===== config.mk =====
export PLATFORM = sky130hd
export DESIGN_NAME = mch_rx
export DESIGN_NICKNAME = d
export VERILOG_FILES = /design/src/rtl/mch_rx.sv
export SDC_FILE = /design/constraint.sdc
export NUM_CORES = 1
export LEC_CHECK = 0
export CORE_MARGIN = 4
export CORE_UTILIZATION = 45
export CTS_BUF_LIST = sky130_fd_sc_hd__clkbuf_4 sky130_fd_sc_hd__clkbuf_8
export CTS_CLUSTER_SIZE = 25
export DETAILED_ROUTE_END_ITERATION = 6
export SETUP_SLACK_MARGIN = 0.05
export SYNTH_ARGS = -nofsm -noshare
export SYNTH_HDL_FRONTEND = slang
export SYNTH_SLANG_ARGS = --single-unit
export TNS_END_PERCENT = 50

===== constraint.sdc =====
create_clock -name clk -period 3.52 [get_ports clk]
set_input_delay 0.88 -clock clk [delete_from_list [all_inputs] [get_ports clk]]
set_output_delay 0.88 -clock clk [all_outputs]
set_load 0.03 [all_outputs]

===== src/rtl/mch_rx.sv =====
// mch_rx: Manchester receive/decode stage.
//
// Recovers DATA_BITS-wide frames (MSB first) from an oversampled Manchester
// line. A frame is a start bit (encoded 1) followed by the data bits. The
// convention is 0 = high-then-low and 1 = low-then-high, and the idle line is
// low. Bit timing is recovered by restarting the phase counter on every
// accepted mid-bit edge.
//
// Ports:
//   clk       in   system clock (100 MHz)
//   btnl      in   reset, asynchronous, active-high
//   rxsd      in   serial Manchester line, asynchronous to clk
//   rx_data   out  last good frame, held until the next good frame
//   rx_valid  out  one-cycle pulse when rx_data updates
//   rx_err    out  one-cycle pulse on a code violation
//   err_cnt   out  saturating count of rx_err pulses
//   busy      out  high while a frame is being received
`timescale 1ns/1ps
module mch_rx #(
  parameter int BIT_CLKS  = 1000,
  parameter int DATA_BITS = 16,
  parameter int IDLE_BITS = 2
) (
  input  logic                 clk,
  input  logic                 btnl,
  input  logic                 rxsd,
  output logic [DATA_BITS-1:0] rx_data,
  output logic                 rx_valid,
  output logic                 rx_err,
  output logic [7:0]           err_cnt,
  output logic                 busy
);

  localparam int Q        = BIT_CLKS / 4;
  localparam int CNT_W    = $clog2(2 * BIT_CLKS);
  localparam int IDLE_MAX = IDLE_BITS * BIT_CLKS;
  localparam int IDLE_W   = $clog2(IDLE_MAX + 1);
  localparam int IDX_W    = $clog2(DATA_BITS + 1);

  localparam logic [CNT_W-1:0]  PH_Q      = CNT_W'(Q);
  localparam logic [CNT_W-1:0]  PH_2Q     = CNT_W'(2 * Q);
  localparam logic [CNT_W-1:0]  PH_3Q     = CNT_W'(3 * Q);
  localparam logic [CNT_W-1:0]  PH_TMO    = CNT_W'(5 * Q + 1);
  localparam logic [IDLE_W-1:0] IDLE_FULL = IDLE_W'(IDLE_MAX);
  localparam logic [IDX_W-1:0]  LAST_IDX  = IDX_W'(DATA_BITS - 1);

  typedef enum logic [1:0] {HUNT, DATA, STOP, ERR} state_t;

  state_t                state, state_next;
  logic                  s_meta, s_rx, s_dly;
  logic [CNT_W-1:0]      cnt, cnt_next;
  logic [CNT_W-1:0]      phase;
  logic [IDX_W-1:0]      bit_idx, bit_idx_next;
  logic [IDLE_W-1:0]     idle_cnt, idle_next;
  logic [DATA_BITS-1:0]  shift, shift_next;
  logic                  line_edge, rise, load;

  assign line_edge = s_rx ^ s_dly;
  assign rise      = s_rx & ~s_dly;

  // cnt is cleared in the cycle an edge is accepted, so the number of cycles
  // elapsed since that edge (as seen on s_rx) is cnt + 1. All timing windows
  // are measured in elapsed cycles: a nominal mid-bit edge lands at 4Q.
  assign phase = cnt + 1'b1;

  always_comb begin
    state_next   = state;
    cnt_next     = cnt;
    bit_idx_next = bit_idx;
    idle_next    = '0;
    shift_next   = shift;
    load         = 1'b0;

    case (state)
      HUNT: begin
        cnt_next  = '0;
        idle_next = idle_cnt;
        if (s_rx) begin
          idle_next = '0;
          // Rising edge after a full idle period is the start-bit mid-point.
          if (rise && idle_cnt == IDLE_FULL) begin
            state_next   = DATA;
            bit_idx_next = '0;
          end
        end else if (idle_cnt != IDLE_FULL) begin
          idle_next = idle_cnt + 1'b1;
        end
      end

      DATA: begin
        cnt_next = cnt + 1'b1;
        if (phase == PH_TMO) begin
          // Mid-bit window closed without an edge.
          state_next = ERR;
        end else if (line_edge) begin
          if (phase < PH_Q) begin
            state_next = ERR;
          end else if (phase >= PH_3Q) begin
            // Mid-bit edge (upper bound already enforced by the timeout).
            shift_next   = {shift[DATA_BITS-2:0], s_rx};
            cnt_next     = '0;
            bit_idx_next = bit_idx + 1'b1;
            if (bit_idx == LAST_IDX) begin
              state_next = STOP;
            end
          end
          // Edges in [Q, 3Q) are bit-boundary transitions and are ignored.
        end
      end

      STOP: begin
        cnt_next = cnt + 1'b1;
        if (phase == PH_2Q) begin
          load       = 1'b1;
          state_next = HUNT;
        end
      end

      ERR: begin
        state_next = HUNT;
      end

      default: begin
        state_next = HUNT;
      end
    endcase
  end

  always_ff @(posedge clk or posedge btnl) begin
    if (btnl) begin
      s_meta   <= 1'b0;
      s_rx     <= 1'b0;
      s_dly    <= 1'b0;
      state    <= HUNT;
      cnt      <= '0;
      bit_idx  <= '0;
      idle_cnt <= '0;
      shift    <= '0;
      rx_data  <= '0;
      rx_valid <= 1'b0;
      rx_err   <= 1'b0;
      err_cnt  <= '0;
      busy     <= 1'b0;
    end else begin
      s_meta   <= rxsd;
      s_rx     <= s_meta;
      s_dly    <= s_rx;
      state    <= state_next;
      cnt      <= cnt_next;
      bit_idx  <= bit_idx_next;
      idle_cnt <= idle_next;
      shift    <= shift_next;
      rx_valid <= load;
      // Registered alongside the state so rx_err is high exactly while in ERR.
      rx_err   <= (state_next == ERR);
      busy     <= (state_next == DATA);
      if (load) begin
        rx_data <= shift;
      end
      if (state_next == ERR && err_cnt != 8'hFF) begin
        err_cnt <= err_cnt + 8'd1;
      end
    end
  end

endmodule


* Yosys cells after proc, flatten, opt, wreduce, memory -nomap -nowiden
Index checks and enable logic that the tools add are counted.
** Storage, ports and cells
- Output and inout port bits :: 27
- Word-level logic and storage cells :: 75
- Bits of input ports :: 3
- Bits in registers :: 75
** Operators by class
- Add/sub/neg operators :: 4
- Reductions and logical operators :: 7
- Muxes and demuxes :: 26
- Bitwise logic cells :: 5
- Magnitude comparators :: 2
- Equal/unequal tests :: 18
** Operator list (count)
- 11-bit two-way mux :: 7
- 11-bit case mux with 3 select lines :: 1
- 5-bit two-way mux :: 6
- 11-bit by 1-bit adder with 11-bit output (second input constant) :: 2
- 11-bit equality test (second input constant) :: 2
- 2-bit two-way mux :: 8
- 2-bit inequality test (second input constant) :: 6
- 11-bit by 9-bit equality test with 1-bit output (second input constant) :: 1
- 11-bit by 10-bit >= comparator with 1-bit output (second input constant) :: 1
- 11-bit by 8-bit < comparator with 1-bit output (second input constant) :: 1
- 11-bit inequality test (second input constant) :: 1
- 5-bit case mux with 2 select lines :: 1
- 8-bit by 1-bit adder with 8-bit output (second input constant) :: 1
- 8-bit inequality test (second input constant) :: 1
- 2-bit case mux with 4 select lines :: 1
- 7-bit AND reduction :: 1
- 2-bit equality test (second input constant) :: 3
- 5-bit by 1-bit adder with 5-bit output (second input constant) :: 1
- 5-bit by 4-bit equality test with 1-bit output (second input constant) :: 1
- 5-bit AND reduction :: 1
- 2-bit by 1-bit equality test with 1-bit output (second input constant) :: 2
- 3-bit inequality test (second input constant) :: 1
- 1-bit NOT :: 3
- 3-bit nonzero test :: 1
- 6 further kinds :: 8

* Logic depth before layout (Yosys ltp)
- Word-level depth :: 9
- Gate-level depth with buffers :: 12
- Gate-level depth less buffers :: 10

* Least setup slack after synthesis
No wires, ideal clock.
- Path kind :: reg-to-reg
- From :: reg cnt[0]
- To :: reg err_cnt[1]
- Stages on the path, launching flop included :: 12
- Buffers on the path :: 1
- Data required time :: 3395 ps
- Library setup time :: 125 ps
- Arrival time :: 2609 ps
- Clock period less this slack :: 2734 ps
- Setup slack :: 786 ps
- Cell sequence :: dfrtp_1 > buf_2 > inv_1 > ha_1 > or3b_1 > o211ai_1 > a31oi_1 > a311oi_4 > o31ai_2 > a21oi_4 > nand4_2 > mux2_4
** Between the ends
- Cells in the longest elaborated chain, start to end :: 9
- Elaborated cells between the ends (all ways) :: 13
- Classes of those cells :: 1 x add/sub; 2 x order compare; 3 x eq/ne; 6 x mux; 1 x reduce/logical
** Ends and longest elaborated chain
- start, declared :: RTL line 51 : logic [CNT_W-1:0] cnt, cnt_next;
- start signal, assigned :: RTL line 149 : cnt <= cnt_next;
- 11-bit by 1-bit adder with 11-bit output (*) :: RTL line 64 : assign phase = cnt + 1'b1;
- 11-bit by 10-bit >= comparator with 1-bit output :: RTL line 98 : end else if (phase >= PH_3Q) begin
- 2-bit two-way mux :: RTL line 98
- 2-bit two-way mux :: RTL line 96 : if (phase < PH_Q) begin
- 2-bit two-way mux :: RTL line 95 : end else if (line_edge) begin
- 2-bit two-way mux :: RTL line 92 : if (phase == PH_TMO) begin
- 2-bit case mux with 4 select lines (*) :: RTL line 74 : case (state)
- 2-bit equality test (*) :: RTL line 160 : if (state_next == ERR && err_cnt != 8'hFF) begin
- 1-bit logical AND (*) :: RTL line 160
- end signal, assigned :: RTL line 161 : err_cnt <= err_cnt + 8'd1;
- end, declared :: RTL line 30 : output logic [7:0] err_cnt,
Mark *: on every way between the ends. The rest lies on a longest branch, timed or not.
A chain may end at the register's enable or synchronous reset.

* Final worst setup path
Same ends and word-level chain as after synthesis.

==> impl_metrics.toml <==
[floorplanning]
core_um2 = 8850
rows = 34
die_y_um = 104
ioPinCount = 30
dieArea_um2 = 10800
start_util = 0.468
die_width_um = 104

[power_and_ir_drop]
power.density_nw_per_um2 = 335
irDropWorstVdd_mv = 0.174
p_leak_uw = 0.00217

[worst_hold_path]
min-delay-start = "s_meta"
hold_end = "s_rx"
worstHoldPathCells = 0
min_path_type = "reg -> reg"

[clock_tree]
clockBufferDepth = 2
cts_tree = "done"
cts_setup_buffers = 0
cts.clk_slew.worst_paths_ns = 0.09
ctsRootBufferMaster = "clkbuf_8"
cts_resized = 0
cts_sinks = 75
cts_made_buffers = 9
ctsHoldBuffers = 0
clk_latency_ns = 0.36
htreeDepth = 3

[placement]
gp_congestion = 0.839
postPlaceCellArea_um2 = 4500
port_buffers = 29
place_ws_ns = 0.385
dpl.hpwl_um = 5780

[critical_path]
r2r_setup_slack_ns = 0.37
timing.rr.start = "cnt[0]"
end_kind = "register"
startpoint_type = "register"
crit_type = "reg -> reg"
r2r_end = "err_cnt[1]"
cp_data_required_time_ns = 3.77
crit_fanout = 15
r2r_cells = 9
arrival_ns = 3.40

[detailed_routing]
wire_per_inst_um = 15.1
drt_iter0_drc = 145
viasPerCell = 5.59
num_vias = 3074
first_pass_iters = 5
wl_um = 8300
drc_errors = 0
ant_nets = 0

[cells_and_area]
fin_util = 0.531
drive_gt1_frac = 0.140
fin_area_um2 = 4700
layout_common_cells = "75 x dfrtp_1, 73 x nand2_1, 29 x clkdlybuf4s50_1"
fillCellCount = 823
nNetsFinal = 452
area_delta_synth_final_pct = 13.4
final_common_cell = "dfrtp_1"
insertedDiodeCount = 0

[sta]
min_period_ns = 3.15
hold_viol_final = 0
drv_slew = 0
period_share = 0.895
skew_ns = 0.0149
tns_ns = 0
finalWorstSetupSlack_ns = 0.371
rsz0062_at_grt = "no"
fmax_ghz = 0.318
final-setup-viol-count = 0
worst_pin_slew_ns = 0.620
slew_headroom = 0.582

[grt]
grt_max_degree = 48
grt_pass1_wl_um = 14600
grt_use_total = 0.162
grt_overflow = 0
grt_pass1_vias = 2972
antenna_found_initial = 0

[logic_synthesis]
avgSynthCellArea_um2 = 10.1
synth.distinct_cells = 70
ys_seq_area_frac = 0.453
synth_cells = 411
syn-cell-area_um2 = 4140
synth_nets = 426
ys_seq_elements = 75
synth_edf_count = 0
synth_flop_cell = "dfrtp_1"
yosysWarningCount = 0
synthArstFlopShare = 1.00

[flow_run]
drv_cap = 0

[outcome]
outcome = "complete, no violations"
## state kept, by name, indices dropped and copies added, names as in the netlist
name and flops:
rx_data 16, shift 16, cnt 11, idle_cnt 11
err_cnt 8, bit_idx 5, state 2, busy 1
rx_err 1, rx_valid 1, s_dly 1, s_meta 1
s_rx 1
## metal layers
layer | vias to the layer above | GRT usage | wire (um)
li1 | 1508 | - | -
met1 | 1487 | 0.230 | 4110
met2 | 73 | 0.245 | 3750
met3 | 6 | 0.0441 | 374
met4 | 0 | 0.0456 | 63
met5 | - | 0 | 0
## power breakdown
part	total (uW)	switching [uW]	internal (uW)	leakage, uW
clock	650	375	275	0.0000955
combinational	52.2	33.9	18.3	0.00104
sequential	870	4.53	865	0.00104
## worst max path at each step
stage / from / to / slack [ns] / cells past startpoint
final: cnt[0] / err_cnt[1] / 0.37 / 9
after global routing: cnt[0] / err_cnt[1] / 0.13 / 9
after CTS: cnt[0] / err_cnt[1] / 0.38 / 9
after detailed placement: cnt[0] / err_cnt[1] / 0.38 / 9
after global placement: cnt[0] / err_cnt[1] / 0.47 / 9
after floorplan: btnl / bit_idx[0] / 0.73 / 1
## per-stage QoR
stage          hold WS [ns]  power (uW)  instances
3_3_place_gp          0.366         940        534
2_1_floorplan         0.331         925        411
3_5_place_dp          0.348         941        534
6_report              0.387        1570        550
5_1_grt               0.405        1650        550
4_1_cts               0.390        1600        550
## worst max-delay path: stages (launching register included)
cell and delay (ns):
dfrtp_1 0.53, ha_1 0.51, a21oi_1 0.12, o211a_1 0.24, or3_1 0.43, a311oi_4 0.31, o31ai_2 0.13, a21oi_4 0.28
nand4_2 0.18, mux2_4 0.32
## synth_stat cells, types with 3 or more instances
library cell	n	area (um^2)
nor2_1	21	78.8
mux2_4	11	165
xor2_1	8	70.1
buf_6	4	45.0
o211ai_1	3	22.5
o21a_1	4	30.0
o21ai_0	12	60.1
buf_2	4	20.0
clkbuf_1	7	26.3
xnor2_1	14	123
mux2_2	8	90.1
inv_1	18	67.6
nor3_1	6	30.0
nor4b_1	4	35.0
nand4_1	7	43.8
nand3_1	18	90.1
nand4b_1	3	26.3
nand3b_1	4	30.0
a31oi_1	6	37.5
ha_1	12	150
a21oi_1	14	70.1
nand2_1	73	274
a41oi_1	4	35.0
and3_1	14	87.6
dfrtp_1	75	1880
## cells by family after synthesis
family | after synthesis | synth area share
flip-flops | 75 | 0.453
buffers and inverters | 37 | 0.0432
AND/OR/NAND/NOR | 175 | 0.223
adder cells (fa/ha/maj) | 12 | 0.0362
multiplexers | 21 | 0.0664
AO/OA/AOI/OAI | 69 | 0.131
XOR/XNOR | 22 | 0.0465
## layout make-up
cell class | count | area [um^2] | share of cell area
Sequential cell | 75 | 1880 | 0.400
Clock inverter | 7 | 70.1 | 0.0149
Tap cell | 108 | 135 | 0.0288
Timing Repair Buffer | 33 | 333 | 0.0709
Inverter | 19 | 71.3 | 0.0152
Clock buffer | 9 | 124 | 0.0264
Multi-Input combinational cell | 299 | 2090 | 0.444
Note: power is estimated with default switching activity, not from simulation.
